--- src/rtl/fc_pkg.sv ---
// Shared state encoding, default sizing and run-length formula for fc_layer_ctrl.
// Build option FC_LAYER_CTRL_RELU_EN (consumed by the top) clamps final sums at zero.
package fc_pkg;

    localparam int unsigned DEF_ADDR_WIDTH   = 10;
    localparam int unsigned DEF_PE_OUT_WIDTH = 24;
    localparam int unsigned DEF_LANES        = 2;
    localparam int unsigned DEF_IN_WORDS     = 6;
    localparam int unsigned DEF_OUT_CH       = 10;
    localparam int unsigned DEF_GEMM_LAT     = 18;

    typedef enum logic [3:0] {
        StIdle,
        StClear,
        StIssue,
        StWaitGemm,
        StAccRd,
        StAccWait,
        StAccWr,
        StMaxRd,
        StMaxWait,
        StMaxCmp,
        StFinish
    } fc_state_e;

    // Cycles from the cycle start is high through the done cycle, both inclusive:
    // 1 (start) + words (CLEAR) + words*in_words*(ISSUE + gemm_lat WAIT + RD/WAIT/WR)
    // + 3*words (MAX_RD/MAX_WAIT/MAX_CMP) + 1 (FINISH).
    function automatic int unsigned fc_run_cycles(input int unsigned out_ch,
                                                  input int unsigned lanes,
                                                  input int unsigned in_words,
                                                  input int unsigned gemm_lat);
        int unsigned words;
        words = out_ch / lanes;
        return words * in_words * (gemm_lat + 4) + words * 4 + 2;
    endfunction

endpackage

--- src/rtl/fc_argmax.sv ---
// Running signed maximum over accumulator words, lanes scanned in ascending channel order.
// Ties keep the lower channel; the first lane of word 0 seeds the maximum.
module fc_argmax
    import fc_pkg::*;
#(
    parameter int unsigned ADDR_WIDTH   = DEF_ADDR_WIDTH,
    parameter int unsigned PE_OUT_WIDTH = DEF_PE_OUT_WIDTH,
    parameter int unsigned LANES        = DEF_LANES,
    parameter int unsigned OUT_CH       = DEF_OUT_CH
) (
    input  logic                            clk,
    input  logic                            rst_n,
    input  logic                            cmp_i,
    input  logic                            first_i,
    input  logic [ADDR_WIDTH-1:0]           word_i,
    input  logic [LANES*PE_OUT_WIDTH-1:0]   data_i,
    output logic [$clog2(OUT_CH)-1:0]       nxt_idx_o,
    output logic [PE_OUT_WIDTH-1:0]         nxt_val_o
);

    localparam int unsigned IdxW = $clog2(OUT_CH);

    logic [IdxW-1:0]                max_idx_q;
    logic signed [PE_OUT_WIDTH-1:0] max_val_q;
    logic [IdxW-1:0]                best_idx;
    logic signed [PE_OUT_WIDTH-1:0] best_val;
    logic signed [PE_OUT_WIDTH-1:0] lane_val;

    always_comb begin
        best_idx = max_idx_q;
        best_val = max_val_q;
        lane_val = '0;
        for (int k = 0; k < LANES; k++) begin
            lane_val = data_i[k*PE_OUT_WIDTH +: PE_OUT_WIDTH];
            // Strict greater-than keeps the earlier channel on a tie.
            if ((first_i && k == 0) || (lane_val > best_val)) begin
                best_val = lane_val;
                best_idx = IdxW'(32'(word_i) * LANES + 32'(k));
            end
        end
    end

    assign nxt_idx_o = best_idx;
    assign nxt_val_o = best_val;

    always_ff @(posedge clk or negedge rst_n) begin
        if (!rst_n) begin
            max_idx_q <= '0;
            max_val_q <= '0;
        end else if (cmp_i) begin
            max_idx_q <= best_idx;
            max_val_q <= best_val;
        end
    end

endmodule

--- src/rtl/fc_layer_ctrl.sv ---
// Fully-connected layer sequencer: accumulates GEMM partial sums per channel, then argmax.
// Build option FC_LAYER_CTRL_RELU_EN clamps the sum written on the last input word at zero.
module fc_layer_ctrl
    import fc_pkg::*;
#(
    parameter int unsigned ADDR_WIDTH   = DEF_ADDR_WIDTH,
    parameter int unsigned PE_OUT_WIDTH = DEF_PE_OUT_WIDTH,
    parameter int unsigned LANES        = DEF_LANES,
    parameter int unsigned IN_WORDS     = DEF_IN_WORDS,
    parameter int unsigned OUT_CH       = DEF_OUT_CH,
    parameter int unsigned GEMM_LAT     = DEF_GEMM_LAT
) (
    input  logic                            clk,
    input  logic                            rst_n,
    input  logic                            start,
    output logic                            busy,
    output logic                            done,
    output logic [$clog2(OUT_CH)-1:0]       result_idx,
    output logic [PE_OUT_WIDTH-1:0]         result_val,
    output logic                            inp_en,
    output logic [ADDR_WIDTH-1:0]           inp_addr,
    output logic                            wgt_en,
    output logic [LANES*ADDR_WIDTH-1:0]     wgt_addr,
    input  logic [LANES*PE_OUT_WIDTH-1:0]   gemm_result,
    output logic                            acc_en,
    output logic                            acc_we,
    output logic [ADDR_WIDTH-1:0]           acc_addr,
    output logic [LANES*PE_OUT_WIDTH-1:0]   acc_wdata,
    input  logic [LANES*PE_OUT_WIDTH-1:0]   acc_rdata
);

    localparam int unsigned NumWords = OUT_CH / LANES;
    localparam int unsigned IdxW     = $clog2(OUT_CH);
    localparam int unsigned DataW    = LANES * PE_OUT_WIDTH;
    localparam int unsigned WaitW    = (GEMM_LAT > 1) ? $clog2(GEMM_LAT) : 1;

    localparam logic [ADDR_WIDTH-1:0] LastWord = ADDR_WIDTH'(NumWords - 1);
    localparam logic [ADDR_WIDTH-1:0] LastN    = ADDR_WIDTH'(IN_WORDS - 1);
    localparam logic [WaitW-1:0]      LastWait = WaitW'(GEMM_LAT - 1);

    fc_state_e                state_q, state_d;
    logic [ADDR_WIDTH-1:0]    word_q, word_d;
    logic [ADDR_WIDTH-1:0]    n_q, n_d;
    logic [ADDR_WIDTH-1:0]    p_q, p_d;
    logic [WaitW-1:0]         wait_q, wait_d;
    logic [DataW-1:0]         gemm_q, gemm_d;
    logic [DataW-1:0]         data_q, data_d;
    logic [IdxW-1:0]          res_idx_q, res_idx_d;
    logic [PE_OUT_WIDTH-1:0]  res_val_q, res_val_d;

    logic [DataW-1:0]              acc_sum;
    logic [PE_OUT_WIDTH-1:0]       lane_sum;
    logic [LANES*ADDR_WIDTH-1:0]   wgt_addr_calc;
    logic                          amax_cmp;
    logic [IdxW-1:0]               amax_idx;
    logic [PE_OUT_WIDTH-1:0]       amax_val;

    // Per-lane wrapping add of the stored partial sum and the captured GEMM result.
    always_comb begin
        acc_sum  = '0;
        lane_sum = '0;
        for (int k = 0; k < LANES; k++) begin
            lane_sum = acc_rdata[k*PE_OUT_WIDTH +: PE_OUT_WIDTH]
                     + gemm_q[k*PE_OUT_WIDTH +: PE_OUT_WIDTH];
`ifdef FC_LAYER_CTRL_RELU_EN
            if ((n_q == LastN) && lane_sum[PE_OUT_WIDTH-1]) begin
                lane_sum = '0;
            end
`endif
            acc_sum[k*PE_OUT_WIDTH +: PE_OUT_WIDTH] = lane_sum;
        end
    end

    always_comb begin
        wgt_addr_calc = '0;
        for (int k = 0; k < LANES; k++) begin
            wgt_addr_calc[k*ADDR_WIDTH +: ADDR_WIDTH] =
                ADDR_WIDTH'((32'(p_q) * LANES + 32'(k)) * IN_WORDS + 32'(n_q));
        end
    end

    always_comb begin
        state_d   = state_q;
        word_d    = word_q;
        n_d       = n_q;
        p_d       = p_q;
        wait_d    = wait_q;
        gemm_d    = gemm_q;
        data_d    = data_q;
        res_idx_d = res_idx_q;
        res_val_d = res_val_q;
        busy      = (state_q != StIdle);
        done      = 1'b0;
        inp_en    = 1'b0;
        inp_addr  = '0;
        wgt_en    = 1'b0;
        wgt_addr  = '0;
        acc_en    = 1'b0;
        acc_we    = 1'b0;
        acc_addr  = '0;
        acc_wdata = '0;
        amax_cmp  = 1'b0;

        unique case (state_q)
            StIdle: begin
                if (start) begin
                    word_d  = '0;
                    state_d = StClear;
                end
            end
            StClear: begin
                acc_en   = 1'b1;
                acc_we   = 1'b1;
                acc_addr = word_q;
                if (word_q == LastWord) begin
                    n_d     = '0;
                    p_d     = '0;
                    state_d = StIssue;
                end else begin
                    word_d = word_q + ADDR_WIDTH'(1);
                end
            end
            StIssue: begin
                inp_en   = 1'b1;
                inp_addr = n_q;
                wgt_en   = 1'b1;
                wgt_addr = wgt_addr_calc;
                wait_d   = '0;
                state_d  = StWaitGemm;
            end
            StWaitGemm: begin
                if (wait_q == LastWait) begin
                    gemm_d  = gemm_result;
                    state_d = StAccRd;
                end else begin
                    wait_d = wait_q + WaitW'(1);
                end
            end
            StAccRd: begin
                acc_en   = 1'b1;
                acc_addr = p_q;
                state_d  = StAccWait;
            end
            StAccWait: begin
                data_d  = acc_sum;
                state_d = StAccWr;
            end
            StAccWr: begin
                acc_en    = 1'b1;
                acc_we    = 1'b1;
                acc_addr  = p_q;
                acc_wdata = data_q;
                if (n_q != LastN) begin
                    n_d     = n_q + ADDR_WIDTH'(1);
                    state_d = StIssue;
                end else if (p_q != LastWord) begin
                    n_d     = '0;
                    p_d     = p_q + ADDR_WIDTH'(1);
                    state_d = StIssue;
                end else begin
                    word_d  = '0;
                    state_d = StMaxRd;
                end
            end
            StMaxRd: begin
                acc_en   = 1'b1;
                acc_addr = word_q;
                state_d  = StMaxWait;
            end
            StMaxWait: begin
                data_d  = acc_rdata;
                state_d = StMaxCmp;
            end
            StMaxCmp: begin
                amax_cmp = 1'b1;
                if (word_q == LastWord) begin
                    // Result lands on entry to FINISH so it is valid alongside done.
                    res_idx_d = amax_idx;
                    res_val_d = amax_val;
                    state_d   = StFinish;
                end else begin
                    word_d  = word_q + ADDR_WIDTH'(1);
                    state_d = StMaxRd;
                end
            end
            StFinish: begin
                done    = 1'b1;
                state_d = StIdle;
            end
            default: state_d = StIdle;
        endcase
    end

    always_ff @(posedge clk or negedge rst_n) begin
        if (!rst_n) begin
            state_q   <= StIdle;
            word_q    <= '0;
            n_q       <= '0;
            p_q       <= '0;
            wait_q    <= '0;
            gemm_q    <= '0;
            data_q    <= '0;
            res_idx_q <= '0;
            res_val_q <= '0;
        end else begin
            state_q   <= state_d;
            word_q    <= word_d;
            n_q       <= n_d;
            p_q       <= p_d;
            wait_q    <= wait_d;
            gemm_q    <= gemm_d;
            data_q    <= data_d;
            res_idx_q <= res_idx_d;
            res_val_q <= res_val_d;
        end
    end

    assign result_idx = res_idx_q;
    assign result_val = res_val_q;

    fc_argmax #(
        .ADDR_WIDTH   (ADDR_WIDTH),
        .PE_OUT_WIDTH (PE_OUT_WIDTH),
        .LANES        (LANES),
        .OUT_CH       (OUT_CH)
    ) u_argmax (
        .clk       (clk),
        .rst_n     (rst_n),
        .cmp_i     (amax_cmp),
        .first_i   (word_q == '0),
        .word_i    (word_q),
        .data_i    (data_q),
        .nxt_idx_o (amax_idx),
        .nxt_val_o (amax_val)
    );

endmodule

--- config.mk ---
export PLATFORM = sky130hd
export DESIGN_NAME = fc_layer_ctrl
export DESIGN_NICKNAME = d
export VERILOG_FILES = /design/src/rtl/fc_pkg.sv /design/src/rtl/fc_argmax.sv /design/src/rtl/fc_layer_ctrl.sv
export SDC_FILE = /design/constraint.sdc
export NUM_CORES = 1
export LEC_CHECK = 0
export BUFFER_PORTS_ARGS = -buffer_cell sky130_fd_sc_hd__buf_2
export CAP_MARGIN = 20
export CORE_MARGIN = 4
export CORE_UTILIZATION = 45
export DETAILED_ROUTE_END_ITERATION = 16
export PLACE_DENSITY = 0.66
export SYNTH_ARGS = -nofsm -noshare
export SYNTH_HDL_FRONTEND = slang
export SYNTH_SLANG_ARGS = --single-unit
--- constraint.sdc ---
create_clock -name clk -period 10.8 [get_ports clk]
set_clock_uncertainty 0.05 [all_clocks]
set_input_delay 2.16 -clock clk [delete_from_list [all_inputs] [get_ports clk]]
set_output_delay 2.16 -clock clk [all_outputs]
set_load 0.02 [all_outputs]
### Yosys cells after proc, flatten, opt, wreduce, memory -nomap -nowiden

Cells that the tools add are included.

| cells by class | value |
|---|---|
| add/sub/neg operators | 10 |
| multipliers | 2 |
| order comparisons | 2 |
| eq/ne operators | 23 |
| mux-type cells | 35 |
| reduce and logical (&&, ||, !) cells | 20 |

Operator list:

| cell | count |
|---|---|
| $mux 10 | 10 |
| $pmux 48 s2 | 1 |
| $pmux 10 s2 | 3 |
| $add 24x24->24 | 2 |
| $gt 24x24->1 | 2 |
| $mux 24 | 2 |
| $mux 48 | 1 |
| $pmux 4 s10 | 1 |
| $add 10x1->10 const B | 3 |
| $pmux 10 s3 | 1 |
| $mux 4 | 6 |
| $add 10x10->10 | 2 |
| $mux 20 | 1 |
| $ne 10x3->1 const B | 2 |
| $eq 4x3->1 const B | 4 |
| $ne 2x2->1 const B | 8 |
| $add 11x1->12 const B | 1 |
| $eq 4x4->1 const B | 3 |
| $mul 12x2->9 const B | 1 |
| $eq 10x3->1 const B | 1 |
| $logic_not 10->1 | 1 |
| $mul 10x2->8 const B | 1 |
| $pmux 5 s2 | 1 |
| $eq 4x2->1 const B | 2 |
| 19 further kinds | 32 |

| storage, ports and cells | value |
|---|---|
| flip-flop bits (word level) | 191 |
| input port bits | 99 |
| word-level logic and storage cells | 103 |

### Logic depth before layout (Yosys ltp)

Gate-level depths: netlist of the first run.

| logic depth | value |
|---|---|
| word-level depth | 5 |
| mapped depth | 24 |

### Hierarchy

A second synthesis of the first run with hierarchy kept.

| second synthesis, totals | value |
|---|---|
| cell total of the unflattened synthesis | 1586 |
| area, all modules | 14325.0 sq um |

By module, submodules not included:

| module | times used | cells an instance | area an instance (sq um) | sequential area each (sq um) |
|---|---|---|---|---|
| fc_layer_ctrl | 1 | 1172 | 11003.1 | 4078.9 |
| fc_argmax | 1 | 414 | 3321.9 | 700.7 |

### Least setup slack after synthesis of the first run

OpenSTA, ideal clock, no wires.

| path | value |
|---|---|
| kind | reg2out |
| from | register p_q[0] |
| to | output port wgt_addr[19] |
| data arrival time | 2.849 ns |
| data required time | 8.590 ns |
| path slack | 5.741 ns |
| stages on the path, launching flop included | 14 |
| path buffers | 0 |
| path through | dfrtp_1 -> inv_1 -> ha_1 -> xor2_1 -> ha_1 -> nor2b_1 -> o21ai_0 -> a21boi_0 -> o21ai_0 -> nand2b_1 -> a21o_1 -> a21oi_1 -> xnor2_1 -> nor2_1 |

| between the ends | value |
|---|---|
| longest elaborated chain between the ends | 4 |

Ends and longest elaborated chain:

| item | line | text |
|---|---|---|
| start: declaration | fc_layer_ctrl.sv:44 | `logic [ADDR_WIDTH-1:0] p_q, p_d;` |
| start signal: assignment | fc_layer_ctrl.sv:209 | `p_q <= p_d;` |
| $add 11x1->12 | fc_layer_ctrl.sv:78 | `ADDR_WIDTH'((32'(p_q) * LANES + 32'(k)) * IN_WORDS + 32'(n_q));` |
| $mul 12x2->9 | fc_layer_ctrl.sv:78 |  |
| $add 10x10->10 | fc_layer_ctrl.sv:78 |  |
| $mux 20 | fc_layer_ctrl.sv:104 | `unique case (state_q)` |
| end: declaration | fc_layer_ctrl.sv:23 | `output logic [LANES*ADDR_WIDTH-1:0] wgt_addr,` |

Every way passes these cells.

### Worst setup path in the final report of the first run

| path | value |
|---|---|
| from | register data_q[1] |
| to | register res_val_q[22], in the netlist result_val[22] |

| between the ends | value |
|---|---|
| longest elaborated chain between the ends | 5 |

Ends and longest elaborated chain:

| item | line | text |
|---|---|---|
| start: declaration | fc_layer_ctrl.sv:47 | `logic [DataW-1:0] data_q, data_d;` |
| start signal: assignment | fc_layer_ctrl.sv:212 | `data_q <= data_d;` |
| $gt 24x24->1 | fc_argmax.sv:36 | `if ((first_i && k == 0) \|\| (lane_val > best_val)) begin` |
| $logic_or 1x1->1 | fc_argmax.sv:36 |  |
| $mux 24 * | fc_argmax.sv:36 |  |
| $gt 24x24->1 | fc_argmax.sv:36 |  |
| $mux 24 * | fc_argmax.sv:36 |  |
| end signal: assignment | fc_layer_ctrl.sv:214 | `res_val_q <= res_val_d;` |
| end: declaration | fc_layer_ctrl.sv:49 | `logic [PE_OUT_WIDTH-1:0] res_val_q, res_val_d;` |

Mark *: on every way between the ends. The rest lies on a longest branch, timed or not.
A chain may end at the register's enable or synchronous reset.

==> results of run 1 <==
## cell usage after synthesis, types with 3 or more instances
cell        n  area, um^2
dfrtp_1   191        4780
nand2_1   133         499
nor2_1    131         492
ha_1      126        1580
o21ai_0    92         460
a21oi_1    81         405
inv_1      72         270
clkbuf_1   57         214
mux2_2     54         608
and2_1     52         325
a31oi_1    45         282
nand3_1    44         220
a21o_1     43         323
xnor2_1    36         315
xor2_1     32         280
o211ai_1   29         218
nand4_1    27         169
mux2i_1    26         260
and3_1     22         138
nor2b_1    19         119
nand2b_1   17         106
nor3_1     17        85.1
o22ai_1    16         100
a22o_1     12         105
o21a_1     11        82.6
or3_1       9        56.3
a211oi_1    8        60.1
a22oi_1     7        52.6
o21bai_1    7        52.6
buf_1       6        22.5
fa_1        6         120
o31ai_1     6        45.0
a21boi_0    4        30.0
buf_2       4        20.0
buf_4       4        30.0
o221ai_1    4        35.0
or2_2       4        25.0
or4_1       4        30.0
a211o_1     3        26.3
a311oi_1    3        26.3
a31o_2      3        26.3
nand3b_1    3        22.5
nor4_1      3        18.8
o31a_1      3        26.3
## flip-flops by register name (all words and copies together), names as in the netlist
name                count
data_q                 48
gemm_q                 48
n_q                    10
p_q                    10
result_idx              4
result_val             24
state_q                 4
u_argmax.max_idx_q      4
u_argmax.max_val_q     24
wait_q                  5
word_q                 10
## final cells by class
| cell class | count | area share [%] |
|---|---|---|
| clock buffers | 19 | 2.84 |
| clock inverters | 13 | 1.01 |
| inverters | 72 | 1.73 |
| multi-input cells | 1178 | 52.7 |
| flip-flops and latches | 191 | 30.6 |
| well taps | 390 | 3.13 |
| repair buffers | 236 | 8.01 |
## stage by stage
step           utilization [%]  hold WS (ps)  setup slack, ps  area, um^2
3_5_place_dp              50.5           436             4850       15000
5_1_grt                   52.6           464             4280       15600
6_report                  52.6           450             4750       15600
4_1_cts                   52.5           451             4790       15600
2_1_floorplan                -           421             5740       13500
3_3_place_gp              50.5           412             5060       15000
## logic make-up (layout without fill, tap and decap cells)
| kind of cell | Yosys count | after routing | synth area share, % |
|---|---|---|---|
| adders and majority gates | 132 | 132 | 12.5 |
| DFF | 191 | 191 | 35.3 |
| xor gates and xnor gates | 69 | 69 | 4.57 |
| and+or+nand+nor | 503 | 503 | 18.2 |
| muxes | 80 | 80 | 6.42 |
| AOI/OAI and AO/OA | 394 | 394 | 18.6 |
| buffers and inverters | 145 | 340 | 4.30 |
## critical path, cell delays in order (launching register included)
cell and delay [ps]:
dfrtp_1 420, ha_1 320, nor2b_1 130, o21a_1 160, o21ai_0 160, a21oi_1 100, o311ai_0 480, nand4b_1 230
o221ai_4 280, buf_4 410, mux2i_1 380, ha_1 310, a21oi_1 190, o221ai_1 140, a21oi_1 160, o21bai_1 70
a31o_2 220, a21oi_1 120, mux2_2 520, nand2b_1 660, o211ai_1 410
## metal layers
layer  wire [um]  part of all wire [%]  GRT usage (%)  vias to the layer above
li1            -                     -              -                     5780
met1       17700                    44           32.5                     5851
met2       19100                    48           39.5                      392
met3        2400                   6.0           4.09                       51
met4         958                   2.4           6.45                        0
met5           0                     0              0                        -
## worst paths after layout
path | to | from | cells after the start
setup reg to reg | result_val[22] | data_q[1] | 20
hold reg to reg | u_argmax.max_idx_q[2] | u_argmax.max_idx_q[2] | 1
hold / removal | u_argmax.max_idx_q[2] | u_argmax.max_idx_q[2] | 1
min in group asynchronous | word_q[6] | rst_n | 1
setup / recovery | result_val[22] | data_q[1] | 20
max in group asynchronous | result_val[23] | rst_n | 3
## power by group through the flow
stage                     clock [mW]  combinational, mW  sequential, mW
after floorplan                    0               1.16            1.01
after global placement             0               1.54            1.12
after detailed placement           0               1.57            1.13
after CTS                      0.667               1.58            1.12
after global routing           0.693               1.78            1.14
final                          0.655               1.60            1.12
==> results.json, run 1 <==
{
  "power_density_nw_per_um2": 216,
  "synthArstFlopShare_pct": 100,
  "clk-insertion-delay-late_ps": 450,
  "synth_area_um2": 13500,
  "grt_usage_pct": 23.8,
  "ir_drop_mv": 0.162,
  "clk_root_buffer_cell": "clkbuf_16",
  "grt_overflow": 0,
  "final_antenna_net_count": 0,
  "routedWlPerCell_um": 19.1,
  "viasPerCell": 5.75,
  "clkTransAtPathRegs_ps": 80,
  "post_cts_buffers": 0,
  "p_comb_share_pct": 47.4,
  "p_sw_mw": 1.55,
  "power_mw": 3.37,
  "cts.sinks": 191,
  "synth-edff-count": 0,
  "grt_pass1_vias": 11812,
  "fmax_mhz": 165,
  "cts_buffer_depth": 2,
  "maxSlewHeadroom_pct": 30.9,
  "io_pins": 221,
  "place_hpwl_um": 30400,
  "num_antenna_cells": 0,
  "regArea_um2": 4780,
  "hold_class": "reg2reg",
  "critical_path_class": "reg2reg",
  "first_pass_iters": 5,
  "die-area_um2": 32900,
  "die-height_um": 181,
  "power_frac_seq_pct": 33.2,
  "rsz0062_at_grt": "false",
  "layout_common_cells": "buf_2, dfrtp_1, nand2_1",
  "min_period_over_period_pct": 56.0,
  "fp-row-count": 63,
  "yosysSeqAreaShare_pct": 35.3,
  "r2r_slack_ps": 4750,
  "dp_cells": 2065,
  "cp_max_fo": 25,
  "switching_share_pct": 45.9,
  "critPathRequiredTime_ps": 11090,
  "final_nets": 1927,
  "io_buffer_count": 220,
  "dieWidth_um": 181,
  "cts_buffers": 17,
  "grt_pass1_wl_um": 63600,
  "cts_tree": "done",
  "synth.avg_cell_area_um2": 8.94,
  "tightest_slew_ps": 1030,
  "synth_nets": 1745,
  "core_um2": 29600,
  "syn_to_final_growth_pct": 15.3,
  "p_leak_nw": 7.80,
  "mostFrequentLayoutCell": "buf_2",
  "final_layout_size_suffix_gt1_share_pct": 20.7,
  "start_kind": "flop",
  "layout.cells.non_filler": 2099,
  "final_max_slew_viol_count": 0,
  "multi_input_area_um2": 8220,
  "drt_iter0_drc": 858,
  "internal-power_mw": 1.82,
  "cts-resized-gates": 0,
  "syn_inst": 1514,
  "synth_cell_types": 74,
  "dr_total_vias": 12074,
  "gp_congestion": 0.964,
  "grt_antenna_before_repair": 0,
  "synth_seq_cells": 191,
  "outcome": "finished clean",
  "hold_viol_final": 0,
  "period_needed_ps": 6050,
  "synth_ff_type": "dfrtp_1",
  "start_util_pct": 45.7,
  "cap_viol_max_count": 0,
  "hold_buffers": 0,
  "filler_cell_count": 2792,
  "wl_um": 40100,
  "grt_max_degree": 77,
  "ys_warn_count": 0,
  "clkPwrFrac_pct": 19.4,
  "drc": 0,
  "finalSetupViolations": 0,
  "arrival_ps": 6340,
  "htreeDepth": 4,
  "end_kind": "flop",
  "final.setup.tns_ps": 0
}
Note: power is estimated with default switching activity, not from simulation.
==> run 2, diff against run 1 <==
clock period = 5.8 ns   (was 10.8 ns; I/O delays follow)
==> run 2 against run 1 <==
Critical path depth shrank 1. Setup slack lost 4400 ps. Utilization grew 0.84 points. Sequential power grew 83%. Final area grew 1.6%. Clock-buffer cell count shrank 2. Combinational power grew 100%. Global-route usage grew 0.37 points. Fmax grew 11%. Critical path type unchanged. Largest power group unchanged.
==> results.json, run 2 (synthesized netlist as in run 1, its figures left out) <==
{
  "cap_viol_max_count": 0,
  "final_nets": 1954,
  "final.setup.tns_ps": 0,
  "maxSlewHeadroom_pct": 31.9,
  "cp_num_buf_inv": 0,
  "wl_um": 40800,
  "die-height_um": 181,
  "gp_congestion": 0.925,
  "tightest_slew_ps": 1020,
  "largestRegisters": "data_q (48), gemm_q (48)",
  "crit_start": "data_q[1]",
  "grt_pass1_vias": 11907,
  "ir_drop_mv": 0.263,
  "reg2reg_from": "data_q[1]",
  "rsz0062_at_grt": "false",
  "dr_total_vias": 12165,
  "cts_buffer_depth": 2,
  "dieWidth_um": 181,
  "crit_slowest_cell": "mux2_2",
  "grt_antenna_before_repair": 0,
  "io_pins": 221,
  "final_max_slew_viol_count": 0,
  "start_kind": "flop",
  "num_antenna_cells": 0,
  "critPathRequiredTime_ps": 6070,
  "power_density_nw_per_um2": 415,
  "finalSetupViolations": 0,
  "hold_depth": 2,
  "drc": 0,
  "hold_viol_final": 0,
  "grt_usage_pct": 24.2,
  "final_layout_size_suffix_gt1_share_pct": 22.0,
  "first_pass_iters": 5,
  "clk_root_buffer_cell": "clkbuf_16",
  "layout_common_cells": "buf_2, dfrtp_1, nand2_1",
  "viasPerCell": 5.72,
  "cts-resized-gates": 0,
  "post_cts_buffers": 0,
  "clkTransAtPathRegs_ps": 70,
  "fp-row-count": 63,
  "mostFrequentLayoutCell": "buf_2",
  "place_hpwl_um": 31200,
  "cts.sinks": 191,
  "cp_max_fo": 15,
  "design_area_um2": 15900,
  "cts_buffers": 17,
  "htreeDepth": 4,
  "grt_pass1_wl_um": 64600,
  "hold_class": "reg2reg",
  "critical_path_class": "reg2reg",
  "grt_max_degree": 134,
  "end_kind": "flop",
  "min_period_over_period_pct": 93.6,
  "r2r_cells": 19,
  "p_leak_nw": 7.94,
  "final_antenna_net_count": 0,
  "start_util_pct": 45.7,
  "routedWlPerCell_um": 19.2,
  "drt_iter0_drc": 728,
  "cts_tree": "done",
  "period_needed_ps": 5430,
  "syn_to_final_growth_pct": 17.2,
  "place_area_um2": 15200,
  "arrival_ps": 5700,
  "core_um2": 29600,
  "outcome": "finished clean",
  "fmax_mhz": 184,
  "grt_overflow": 0,
  "worstHoldStart": "result_val[2]",
  "hold_buffers": 0,
  "die-area_um2": 32900,
  "clk-insertion-delay-late_ps": 450,
  "worstSetupPathDepth": 19,
  "io_buffer_count": 220,
  "crit_chain": "ha_1, nor2b_1, o21a_1, o21ai_0, a21oi_1, o311ai_0, and3_1, o221ai_4, mux2i_1, ha_1, a21o_1, a21o_1, a21oi_1, o21ai_0, a31o_2, a21oi_1, mux2_2, o21ai_0, mux2_2",
  "cp_top_family": "compound AO/OA/AOI/OAI gates",
  "slowest_delay_ps": 450
}
-- run 2: metrics by stage --
| step | power, mW | instances | setup WS [ps] | hold WS [ps] | util, % |
|---|---|---|---|---|---|
| after global routing | 7.04 | 2126 | 66.0 | 475 | 53.5 |
| final | 6.58 | 2126 | 369 | 455 | 53.5 |
| after floorplan | 4.04 | 1514 | 966 | 421 | - |
| after detailed placement | 5.23 | 2093 | 403 | 447 | 51.3 |
| after global placement | 5.15 | 2093 | 608 | 432 | 51.3 |
| after CTS | 6.56 | 2125 | 367 | 464 | 53.5 |
-- run 2: final timing paths --
kind                                         endpoint  slack (ps)
worst max-delay path            u_argmax.max_idx_q[3]         370
worst min-delay path                    result_val[2]         460
min in group asynchronous                   word_q[4]         620
max in group asynchronous                   gemm_q[3]        3990
worst max register to register  u_argmax.max_idx_q[3]         370
worst min register to register          result_val[2]         460
-- run 2: final cells by class --
cell class	count	area, um^2
multi-input cells	1178	8220
clock inverters	15	220
clock buffers	17	425
fillers	2860	13800
repair buffers	263	1460
well taps	390	488
inverters	72	270
flip-flops and latches	191	4780
-- run 2: layer usage --
metal  vias up  wire length [um]  GRT usage, %
met3        67              2390          3.41
li1       5849                 -             -
met5         -                 0             0
met4         0              1080          8.14
met2       412             19600          40.1
met1      5837             17700          32.7
-- run 2: report_power, final --
group,internal (mW),leakage [nW],switching (mW)
Sequential,1.63,2.40,0.413
Clock,0.705,0.309,0.608
Combinational,1.29,5.23,1.93
Total,3.63,7.94,2.95
-- run 2: worst register-to-register path, stage by stage (launching register included) --
cell	delay (ps)
dfrtp_1	420
ha_1	320
nor2b_1	130
o21a_1	150
o21ai_0	180
a21oi_1	90
o311ai_0	420
and3_1	280
o221ai_4	320
mux2i_1	410
ha_1	310
a21o_1	160
a21o_1	170
a21oi_1	150
o21ai_0	140
a31o_2	260
a21oi_1	130
mux2_2	450
o21ai_0	390
mux2_2	390
==> run 3, diff against run 2 <==
SYNTH_HIERARCHICAL = 1   (was unset)
==> run 3 against run 2 <==
Synthesized cell count is 4.8% higher. Non-clock buffer count up 13. Die area up 5.6%. Critical path type unchanged. Largest cell class unchanged. Largest power group unchanged.
==> results.json, run 3 <==
{
  "outcome": "finished clean",
  "fp-row-count": 65,
  "final_antenna_net_count": 0,
  "cts_tree": "done",
  "htreeDepth": 4,
  "layout_common_cells": "buf_2, dfrtp_1, ha_1",
  "largestRegisters": "data_q (48), gemm_q (48)",
  "first_pass_iters": 5,
  "tightest_slew_ps": 818,
  "critPathRequiredTime_ps": 6150,
  "fmax_mhz": 179,
  "drc": 0,
  "synthTopCellsByArea": "dfrtp_1, ha_1, mux2_2",
  "timing.critical_path.mode_cell": "ha_1",
  "routedWlPerCell_um": 20.6,
  "io_buffer_count": 220,
  "final_layout_size_suffix_gt1_share_pct": 23.6,
  "dr_total_vias": 13235,
  "final_max_slew_viol_count": 0,
  "critical_path_class": "reg2reg",
  "place_hpwl_um": 34400,
  "worstHoldStart": "u_argmax/max_idx_q[0]",
  "ir_drop_mv": 0.524,
  "synth_cell_types": 81,
  "regArea_um2": 4780,
  "grt_usage_pct": 25.4,
  "netlist_top_cells_count": "dfrtp_1, ha_1, nor2_1",
  "syn_to_final_growth_pct": 16.2,
  "final.setup.tns_ps": 0,
  "drt_iter0_drc": 959,
  "multi_input_area_um2": 8960,
  "die-area_um2": 34800,
  "cts_buffers": 17,
  "core_um2": 31500,
  "period_needed_ps": 5580,
  "rsz0062_at_grt": "false",
  "io_pins": 221,
  "cap_viol_max_count": 0,
  "synth-edff-count": 0,
  "synth_area_um2": 14300,
  "synth.avg_cell_area_um2": 9.03,
  "power_mw": 7.75,
  "hold_class": "reg2reg",
  "ys_warn_count": 6,
  "synth_nets": 1817,
  "synthArstFlopShare_pct": 100,
  "fin_ws_ps": 217,
  "hold_depth": 1,
  "clk-insertion-delay-late_ps": 460,
  "yosysSeqAreaShare_pct": 33.4,
  "power_density_nw_per_um2": 465,
  "synth_top_area_cell": "dfrtp_1",
  "hold_buffers": 0,
  "final_nets": 2035,
  "r2r_slack_ps": 220,
  "whs_endpoint": "u_argmax/max_idx_q[0]",
  "start_kind": "flop",
  "filler_cell_count": 2946,
  "grt_antenna_before_repair": 6,
  "grt_pass1_vias": 12494,
  "dieWidth_um": 186,
  "synth_seq_cells": 191,
  "hold_viol_final": 0,
  "min_period_over_period_pct": 96.3,
  "crit_chain": "inv_1, ha_1, nand4_1, or4_1, nor3_2, o31ai_1, a31o_4, o21ai_0, and2_1, ha_1, a21oi_1, a21boi_0, o311ai_0, buf_4, nand3_1, o211a_1, nor3_4, buf_8, a221o_1",
  "hold_ws_ps": 436,
  "cp_max_fo": 25,
  "reg2reg_from": "u_argmax/max_val_q[23]",
  "syn_inst": 1586,
  "arrival_ps": 5930,
  "place_area_um2": 16000,
  "synth_ff_type": "dfrtp_1",
  "netlist.area_leader.share_pct": 33.4,
  "grt_overflow": 0,
  "design_area_um2": 16600,
  "die-height_um": 186,
  "viasPerCell": 5.96,
  "end_kind": "flop",
  "r2r_end": "u_argmax/max_val_q[2]",
  "grt_max_degree": 93,
  "clkTransAtPathRegs_ps": 80,
  "grt_pass1_wl_um": 70900,
  "finalSetupViolations": 0,
  "wl_um": 45600,
  "yosysMostFrequentCell": "dfrtp_1",
  "post-place-ws_ps": 7.84,
  "crit_slowest_cell": "or4_1",
  "cts.sinks": 191,
  "mostFrequentLayoutCell": "buf_2",
  "start_util_pct": 45.5,
  "maxSlewHeadroom_pct": 45.3,
  "p_leak_nw": 8.09,
  "cts_buffer_depth": 2,
  "r2r_cells": 19,
  "slowest_delay_ps": 620,
  "clk_root_buffer_cell": "clkbuf_16",
  "gp_congestion": 0.974
}
==> run 3: cell count changes in the layout (fill, tap and decap cells not counted), sizes merged, moves of 18 or more <==
cell	before	now
nand3	46	64
mux2i	26	6
and2	53	96
nand2	134	86
a221o	1	26
mux2	54	85
and3	24	46
==> run 3: stage by stage <==
step                      util (%)  std cells
after detailed placement      50.7       2179
after CTS                     52.6       2210
after global routing          52.9       2219
final                         52.9       2219
after global placement        50.7       2179
after floorplan                  -       1586
==> run 3: logic make-up after synthesis <==
group           count (synthesis)  share of synthesized area (%)
simple gates                  533                           19.4
compound gates                418                           19.3
flops                         191                           33.4
buf+inv                       145                           4.31
fa+ha+maj                     132                           11.8
mux                            91                           7.10
xor+xnor                       76                           4.65
==> run 3: critical path: cells and delay by family (launching register included) <==
| kind | cells | cell delay, ps |
|---|---|---|
| adder cells (fa/ha/maj) | 2 | 600 |
| AND/OR/NAND/NOR | 6 | 1900 |
| AO/OA/AOI/OAI | 8 | 2090 |
| buffers and inverters | 3 | 500 |
| flip-flops | 1 | 380 |
==> run 3: worst max path at each step <==
| stage | depth (start not counted) | endpoint | startpoint | slack, ps |
|---|---|---|---|---|
| after CTS | 18 | u_argmax/max_val_q[2] | u_argmax/max_val_q[23] | 40 |
| after detailed placement | 17 | u_argmax/max_val_q[2] | u_argmax/max_val_q[23] | 8 |
| final | 19 | u_argmax/max_val_q[2] | u_argmax/max_val_q[23] | 220 |
| after global routing | 19 | result_idx[1] | u_argmax/max_val_q[23] | 10 |
| after floorplan | 19 | result_val[3] | data_q[23] | 740 |
| after global placement | 17 | u_argmax/max_val_q[2] | u_argmax/max_val_q[23] | 190 |
==> run 3: final cells by class <==
cell class | count | area share, %
clock inverters | 14 | 0.977
multi-input cells | 1250 | 53.8
inverters | 68 | 1.53
well taps | 402 | 3.02
repair buffers | 276 | 9.36
flip-flops and latches | 191 | 28.7
clock buffers | 17 | 2.56
diodes | 1 | 0.0150
==> run 3: power breakdown <==
part	switching, mW	internal (mW)
Combinational	2.72	1.67
Clock	0.605	0.616
Sequential	0.489	1.65
Total	3.81	3.93
==> run 3: per-layer routing <==
layer  routed length, um  global-route usage [%]  up-vias
li1                    -                       -     6210
met1               20500                    35.8     6447
met2               20400                    39.5      492
met3                3480                    5.74       76
met4                1210                    7.48       10
met5                  74                       0        -
==> run 3: repair_timing <==
item                                    CTS  global route
gates cloned                              0             0
endpoints found under the setup margin    1            33
setup buffers                             0             5
resized for setup                         1             3
